### config.mk
export PLATFORM = sky130hd
export DESIGN_NAME = reg_share_arbiter
export DESIGN_NICKNAME = d
export VERILOG_FILES = /design/src/rtl/reg_share_arbiter.sv
export SDC_FILE = /design/constraint.sdc
export NUM_CORES = 1
export LEC_CHECK = 0
export CORE_MARGIN = 2
export CORE_UTILIZATION = 30
export DETAILED_ROUTE_END_ITERATION = 16
export PLACE_DENSITY = 0.59
export SLEW_MARGIN = 30
export SYNTH_ARGS = -nofsm -noshare
export SYNTH_HDL_FRONTEND = slang
export SYNTH_SLANG_ARGS = --single-unit
### constraint.sdc
create_clock -name clk -period 2.1 [get_ports clk]
set_input_delay 0.315 -clock clk [delete_from_list [all_inputs] [get_ports clk]]
set_output_delay 0.315 -clock clk [all_outputs]
set_load 0.02 [all_outputs]
### src/rtl/reg_share_arbiter.sv
// Round-robin arbiter that is the sole writer of one shared WIDTH-bit register Q.
// Latency: req seen in IDLE -> gnt next cycle -> Q/q_valid the cycle after.
// Backpressure: requests are ignored while busy (GRANT and HOLD cool-down cycles).
// Optional feature macro: REG_SHARE_STATS_EN adds a saturating 16-bit wr_count port.
module reg_share_arbiter #(
  parameter  int NREQ  = 4,
  parameter  int WIDTH = 8,
  parameter  int HOLD  = 2,
  localparam int PW    = $clog2(NREQ)
) (
  input  logic                  clk,
  input  logic                  rst,
  input  logic [NREQ-1:0]       req,
  input  logic [NREQ*WIDTH-1:0] wr_data,
  output logic [NREQ-1:0]       gnt,
  output logic [PW-1:0]         owner,
`ifdef REG_SHARE_STATS_EN
  output logic [15:0]           wr_count,
`endif
  output logic [WIDTH-1:0]      Q,
  output logic                  q_valid,
  output logic                  busy
);

  typedef enum logic [1:0] {IDLE, GRANT, COOL} state_t;

  state_t           state, state_nx;
  logic [3:0]       cnt, cnt_nx;
  logic [PW-1:0]    ptr, ptr_nx;
  logic [NREQ-1:0]  gnt_nx;
  logic [PW-1:0]    owner_nx;
  logic [WIDTH-1:0] q_nx;
  logic             q_valid_nx;

  logic             pick_vld;
  logic [PW-1:0]    pick_idx;
  logic [PW-1:0]    cand;

  // Round-robin search starting at ptr; scanning backwards lets the slot
  // nearest to ptr overwrite any farther hit, so no early exit is needed.
  always_comb begin
    pick_vld = 1'b0;
    pick_idx = ptr;
    cand     = '0;
    for (int k = NREQ - 1; k >= 0; k--) begin
      cand = PW'((int'(ptr) + k) % NREQ);
      if (req[cand]) begin
        pick_vld = 1'b1;
        pick_idx = cand;
      end
    end
  end

  // Next-state and next-output logic for the IDLE/GRANT/COOL sequence.
  always_comb begin
    state_nx   = state;
    cnt_nx     = cnt;
    ptr_nx     = ptr;
    gnt_nx     = '0;
    owner_nx   = owner;
    q_nx       = Q;
    q_valid_nx = 1'b0;
    case (state)
      IDLE: begin
        if (pick_vld) begin
          gnt_nx   = NREQ'(1) << pick_idx;
          owner_nx = pick_idx;
          state_nx = GRANT;
        end
      end
      GRANT: begin
        // A withdrawn request aborts the write but still advances the pointer.
        if (req[owner]) begin
          q_nx       = wr_data[owner*WIDTH +: WIDTH];
          q_valid_nx = 1'b1;
        end
        ptr_nx = (owner == PW'(NREQ - 1)) ? '0 : owner + PW'(1);
        if (HOLD > 0) begin
          state_nx = COOL;
          cnt_nx   = 4'(HOLD);
        end else begin
          state_nx = IDLE;
        end
      end
      COOL: begin
        cnt_nx = cnt - 4'd1;
        if (cnt <= 4'd1) begin
          state_nx = IDLE;
        end
      end
      default: begin
        state_nx = IDLE;
      end
    endcase
  end

  // State and output registers with synchronous reset.
  always_ff @(posedge clk) begin
    if (rst) begin
      state   <= IDLE;
      cnt     <= '0;
      ptr     <= '0;
      gnt     <= '0;
      owner   <= '0;
      Q       <= '0;
      q_valid <= 1'b0;
    end else begin
      state   <= state_nx;
      cnt     <= cnt_nx;
      ptr     <= ptr_nx;
      gnt     <= gnt_nx;
      owner   <= owner_nx;
      Q       <= q_nx;
      q_valid <= q_valid_nx;
    end
  end

  assign busy = (state != IDLE);

`ifdef REG_SHARE_STATS_EN
  // Saturating count of committed writes; aborts never raise q_valid_nx.
  always_ff @(posedge clk) begin
    if (rst) begin
      wr_count <= '0;
    end else if (q_valid_nx && (wr_count != 16'hFFFF)) begin
      wr_count <= wr_count + 16'd1;
    end
  end
`endif

endmodule

# Word-level counts from Yosys, hierarchy flattened
# Index checks and enable logic that the tools add are counted.
# classes
n_eq_ne	5
div	0
order_cmp	6
addsub	5
n_reduce_logical	8
mul	0
bitwise	3
shifts	2
n_mux	24
# ops
op	n
indexed part select 32 x 6 -> 8 bit	1
less-than comparator 2 x 3 -> 1 bit (second input constant)	5
two-way mux 2 bit	7
binary-select mux 1 bit (select 2 bit)	5
two-way mux 1 bit	10
one-hot mux 4 bit (2 select lines)	1
one-hot mux 2 bit (3 select lines)	1
AND reduction 2 bit	3
adder 2 x 1 -> 2 bit (second input constant)	2
adder 2 bit (second input constant)	2
== test 2 bit (second input constant)	2
less-or-equal comparator 4 x 1 -> 1 bit (second input constant)	1
inequality test 2 bit (second input constant)	2
nonzero test 2 bit	2
left shift 1 x 2 -> 4 bit (first input constant)	1
subtractor 4 x 1 -> 4 bit (second input constant)	1
NOT 1 bit	3
OR reduction 3 bit	1
== test 2 x 1 -> 1 bit (second input constant)	1
logical NOT 2 bit	1
OR reduction 2 bit	1
# totals
memories	0
out_inout_bits	16
word_cells	60
rom_bits	0
latchBits	0
ram_bits	0
in_bits	38
register_bits	23

# Logic depth before layout (Yosys ltp)
# logic_depth
ltp_word	9
ltp_mapped	6
ltp_nobuf	6

# Worst setup path before layout
# Ideal clock, no wire load.
# synth_timing
kind	register to register
startpoint	register owner[0]
endpoint	register Q[0]
setup_ns	0.128
slack_ns	0.365
t_required_ns	1.972
stages_incl_launch_ff	5
period_less_slack_ns	1.735
n_path_buf	1
arrival_ns	1.608
cell_sequence	dfxtp_1 clkbuf_1 mux4_1 mux2i_1 nor2_1
# synth_between
elab_chain_len	3
word_cells_on_any_way	4
cone_classes	shift: 1; mux: 2; reduce/logical: 1
# synth_rtl
element	line	source
start, declared	16	output logic [PW-1:0] owner,
start signal, assigned	112	owner <= owner_nx;
branches (longest 3 deep; another with indexed part select 32 x 6 -> 8 bit)	-	
end signal, assigned	113	Q <= q_nx;
end, declared	20	output logic [WIDTH-1:0] Q,
# Parallel ways; which one is timed is not known. The select of a mux whose other input is x is not followed.
# A chain may end at the register's enable or synchronous reset.

# Worst setup path in the final report
# layout_timing
startpoint	register owner[0]
endpoint	output port owner[0]
# No word-level cell between the ends.

==> impl_metrics.tcl <==
set metrics [dict create \
    tritoncts "done" \
    num-nets-final 231 \
    synth_top_area_share_pct 35.3 \
    hold_viol_final 0 \
    place.gp.congestion 0.843 \
    avgSynthCellArea_um2 10.3 \
    viasPerCell 5.06 \
    clkLatencyLatePin_ns 0.27 \
    status "finished, final reports clean" \
    critPathKind "reg2out" \
    worstPathCellList "clkdlybuf4s50_1" \
    post-route-drc-count 0 \
    yosys-top-cells-count "23 x dfxtp_1, 22 x nor2_1, 11 x inv_1" \
    maxUsedRoutingLayer "met4" \
    synth_ff_type "dfxtp_1" \
    fillers 377 \
    diodes 0 \
    drtIter0Drc 53 \
    wl_met3_um 127 \
    drt-met1-wl_um 1460 \
    max_slew_margin_pct 73.7 \
    slew_violations 0 \
    dp_worst_setup_slack_ns 0.116 \
    fin_crit_ns 1.81 \
    leakage_nw 0.836 \
    final-seq-area_um2 462 \
    tns_ns 0 \
    antenna_found_initial 0 \
    track_usage_pct 14.9 \
    ys_types 35 \
    crit_required_ns 1.78 \
    cp_num_buf_inv 1 \
    cts_buffer_depth 2 \
    crit_family "buffers and inverters" \
    max_stage_delay_ns 0.68 \
    io_buffers 53 \
    area_delta_synth_final_pct 50.3 \
    grt_pass1_wl_um 5910 \
    clock_sinks 23 \
    startpoint "owner[0]" \
    worstPathArrival_ns 1.49 \
    fin_skew_ns 0.00631 \
    ant_nets 0 \
    setup_viol 0 \
    avgRoutedWirePerCell_um 15.2 \
    netlist_instances 127 \
    dr_wl_met2_um 1940 \
    finalCoreUtilization_pct 47.9 \
    cp_max_fo 12 \
    fp.coreArea_um2 4090 \
    synth_nets 173 \
    power_density_nw_per_um2 654 \
    yosys-top-cells-area "dfxtp_1 35%, mux4_1 16%, ha_1 7.7%" \
    ys_seq_area_share_pct 35.3 \
    fp-row-count 23 \
    grt_pass1_vias 1244 \
    tightest_slew_ns 0.393 \
    cts_root_buf "clkbuf_8" \
    die_h_um 69.9 \
    fin_area_um2 1960 \
    ctsHtreeMaxLevel 1 \
    dieArea_um2 4890 \
    synth-seq-cells 23 \
    ys.warnings.count 0 \
    critPathLaunchType "flip-flop" \
    grt_max_degree 15 \
    initial_core_util_pct 31.9 \
    hpwl_um 2840 \
    rsz0062_at_grt "no" \
    max_clock_freq_mhz 553 \
    ioPinCount 54 \
    maxCapViolCount 0 \
    timing.rr.start "owner[1]" \
    dr.pass1.iters 4 \
    totalWireLength_um 3550 \
    placed_cell_area_um2 1910 \
    async_flop_share_pct 0 \
    syn_area_um2 1300 \
    grt-ovfl-total 0 \
    synthMostInstantiatedCell "dfxtp_1" \
    cts-resized-gates 0 \
    die_w_um 69.9 \
    holdCritPathClass "reg2reg" \
    irDropWorstVdd_v 0.000377 \
    synth_top_area_cell "dfxtp_1" \
    drive_above_1_share_pct 7.07 \
    hold_buffers 0 \
    min_from "Q[1]" \
    path_clk_slew_ns 0.09 \
    endpoint_kind "primary output" \
    cts_buffers 3 \
    setup_slack_ns 0.292 \
    post-route-period-util_pct 86.1 \
    multi_input_area_um2 774 \
    synth_edf_count 0 \
    cts_setup_buffers 0 \
    slowest_stage "clkdlybuf4s50_1" \
    via_count 1184 \
]
-- area by class of cell --
| class | instances | area share [%] |
|---|---|---|
| tap | 50 | 3.19 |
| clock inverter | 1 | 0.383 |
| timing repair buffer | 58 | 29.1 |
| inverter | 11 | 2.11 |
| sequential | 23 | 23.6 |
| clock buffer | 3 | 2.11 |
| multi-input combinational | 88 | 39.5 |
-- path summary, 6_finish.rpt --
kind	to	slack, ns	cells after the start
worst max-delay path	owner[0]	0.29	1
worst min-delay path	Q[1]	0.51	2
worst max register to register	Q[0]	0.59	4
worst min register to register	Q[1]	0.51	2
-- state kept, by name, summed over array words and instances, names as in the netlist --
name	count
state	2
ptr	2
gnt	4
Q	8
owner	2
cnt	4
q_valid	1
-- cells in the final DEF, fill, tap and decap left out --
cell	n
clkdlybuf4s50_1	52
dfxtp_1	22
nor2_1	22
inv_1	11
mux2i_1	10
mux4_1	8
ha_1	8
a21oi_1	5
buf_4	5
o21ai_0	4
o22ai_1	3
clkbuf_8	3
nor4_1	2
nand2_1	2
nand3_1	2
nor3_1	2
nor3b_1	2
mux4_2	1
nand2_4	1
o31ai_1	1
o31a_1	1
and2_1	1
a222oi_1	1
a31oi_1	1
nor2b_1	1
o21a_1	1
nand2b_1	1
and3_1	1
and3b_1	1
a21o_1	1
a311oi_1	1
and4bb_1	1
a211oi_1	1
a22oi_1	1
mux2_2	1
clkinvlp_4	1
dlymetal6s2s_1	1
dfxtp_2	1
-- per-stage QoR --
| stage | power [mW] | std cells | hold WS [ns] |
|---|---|---|---|
| floorplan | 0.805 | 127 | 0.470 |
| global placement | 0.988 | 230 | 0.476 |
| detailed placement | 1.01 | 230 | 0.493 |
| CTS | 1.30 | 234 | 0.511 |
| global route | 1.36 | 234 | 0.537 |
| finish | 1.28 | 234 | 0.506 |
-- logic make-up (layout without fill, tap and decap cells) --
group | after synthesis | in the layout | share of synthesized area, %
muxes | 20 | 20 | 26.4
buffers and inverters | 16 | 73 | 5.28
and+or+nand+nor | 39 | 39 | 15.0
AOI/OAI and AO/OA | 21 | 21 | 10.4
DFF | 23 | 23 | 35.3
adders and majority gates | 8 | 8 | 7.68
-- where the power goes --
part | switching (mW) | internal, mW
Clock | 0.151 | 0.134
Sequential | 0.0456 | 0.482
Combinational | 0.212 | 0.258
-- worst reg2reg max path, stage by stage (launching register included) --
cell and delay, ns:
dfxtp_1 0.41, mux4_2 0.55, nand2_4 0.18, mux2i_1 0.22, nor2_1 0.05
-- per-layer routing --
layer | vias to the layer above | track usage, %
li1 | 581 | -
met1 | 569 | 17.0
met2 | 32 | 28.4
met3 | 2 | 3.03
met4 | 0 | 2.78
met5 | - | 0
No activity file was read; power rests on OpenSTA's default activity.
==> RTL change (same flow settings) <==
Set the parameter `WIDTH` to 9 (it was 8).
--- a/src/rtl/reg_share_arbiter.sv
+++ b/src/rtl/reg_share_arbiter.sv
@@ -5,5 +5,5 @@
 module reg_share_arbiter #(
   parameter  int NREQ  = 4,
-  parameter  int WIDTH = 8,
+  parameter  int WIDTH = 9,
   parameter  int HOLD  = 2,
   localparam int PW    = $clog2(NREQ)
Interface: changed (resized Q and wr_data); port bits go from 54 to 59. No check against the original RTL was run, so the function may have changed too.
==> RTL change against the original RTL <==
- combinational power grew 14%
- non-clock buffer count grew 6
- critical path depth grew 3
- cell area grew 5.2%
- synthesized area grew 2.2%
- setup slack lost 0.16 ns
- routed wire length grew 0.96%
- global-route usage shrank 0.74 points
- sequential cell count grew 1
- power grew 8.1%
==> RTL change: results (changes against the original RTL) <==
| Metric | Value |
|---|---|
| Status | complete, no violations |
| Synth Instances | 129 (+1.6%) |
| Critical Path Start | state[0] |
| Slowest cell on crit path | clkdlybuf4s50_1 |
| Total wire length | 3.58 mm (+0.96%) |
| Cell variety after synth | 33 (-5.7%) |
| Clk Latency, worst-skew pair | 0.27 ns (about the same) |
| Post-synth top cells | dfxtp_1, nor2_1, mux2i_1 |
| GRT Total Usage | 14.1% (-0.74 points) |
| Placed cell count | 241 (+4.8%) |
| First-pass GRT wire length | 5.73 mm (-3.0%) |
| Post-Syn Nets | 179 (+3.5%) |
| R2r setup slk | 0.52 ns (-0.07 ns) |
| FF-to-FF Start | owner[0] |
| N_diodes | 0 (unchanged) |
| Worst R2R End | Q[4] |
| CTS resizes | 0 (unchanged) |
| Detail Placement HPWL | 2.84 mm (-0.22%) |
| Share of post-route cells with drive strength above 1 | 13.0% (+5.9 points) |
| Hold_sp | cnt[3] |
| Post-Layout Cell Count | 245 (+4.7%) |
| CP top delay family | buffers and inverters |
| Max incr delay on CP | 0.59 ns (-0.09 ns) |
| Hold EP | cnt[3] |
| Drt via density | 5.15 (+1.7%) |
| Asr flop ratio synth | 0% (unchanged) |
| Initial DRC Count | 37 (-30%) |
| Least-Margin Pin Slew | 0.549 ns (+0.155 ns) |
| Top flop regs | Q x9, cnt x4, gnt x4 |
| Total CTS buffers | 3 (unchanged) |
| Post-CTS Setup Repair Bufs | 0 (unchanged) |
| Layout fillers | 409 (+8.5%) |
| Peak supply drop | 0.361 mV (-4.4%) |
| Seq/Total Area, Yosys | 36.1% (+0.74 points) |
| NetSw | 426 µW (+4.3%) |
| Fin Clk Skew | 0.00600 ns (-0.000305 ns) |
| Critical Path AT | 1.66 ns (+0.17 ns) |
| Vias in the first global route | 1259 (+1.2%) |
| Leakage Power | 0.834 nW (-0.30%) |
| GP Congestion | 0.791 (-6.2%) |
| Top cells by area, synth | dfxtp_1, mux4_2, mux2i_1, ha_1, nor2_1 |
| Worst setup path end | busy |
| IO buf count | 58 (+9.4%) |
| Crit path max fanout | 4 (-8) |
[RTL change: through the flow]
| step | setup slack (ns) | instance area [µm²] | hold slack, ns |
|---|---|---|---|
| after global routing | 0.0597 | 2060 | 0.517 |
| after CTS | 0.123 | 2060 | 0.498 |
| after floorplan | 0.464 | 1330 | 0.393 |
| final | 0.128 | 2060 | 0.500 |
| after detailed placement | 0.176 | 2010 | 0.484 |
| after global placement | 0.234 | 2010 | 0.465 |
[RTL change: cell families (layout without fill, tap and decap cells)]
group | Yosys count | after routing | synth area share, %
DFF | 24 | 24 | 36.1
buffers and inverters | 12 | 76 | 3.47
adders and majority gates | 8 | 8 | 7.51
muxes | 21 | 21 | 25.2
AOI/OAI and AO/OA | 20 | 20 | 9.20
and+or+nand+nor | 44 | 44 | 18.6
[RTL change: routing by layer]
layer	track usage, %	up-vias	part of all wire, %
met5	0	-	0
met4	4.61	0	1.9
met3	3.70	8	9.2
met2	25.8	62	48
met1	16.0	593	41
li1	-	598	-
[RTL change: cell type report]
cell class,count,share of cell area (%)
clock buffer,4,2.67
timing repair buffer,64,30.3
tap,52,3.16
inverter,8,1.46
multi-input combinational,93,39.1
sequential,24,23.3
[RTL change: power by group through the flow]
stage / combinational [mW] / clock, mW / sequential (mW)
2_1_floorplan: 0.275 / 0 / 0.580
3_5_place_dp: 0.535 / 0 / 0.553
4_1_cts: 0.540 / 0.315 / 0.542
3_3_place_gp: 0.518 / 0 / 0.553
5_1_grt: 0.578 / 0.336 / 0.548
6_report: 0.536 / 0.309 / 0.541
[RTL change: worst reg2reg max path, delay by kind of cell (launching register included)]
| kind | cells | cell delay [ns] |
|---|---|---|
| mux | 2 | 0.67 |
| flops | 1 | 0.54 |
| buf+inv | 1 | 0.23 |
| simple gates | 1 | 0.05 |
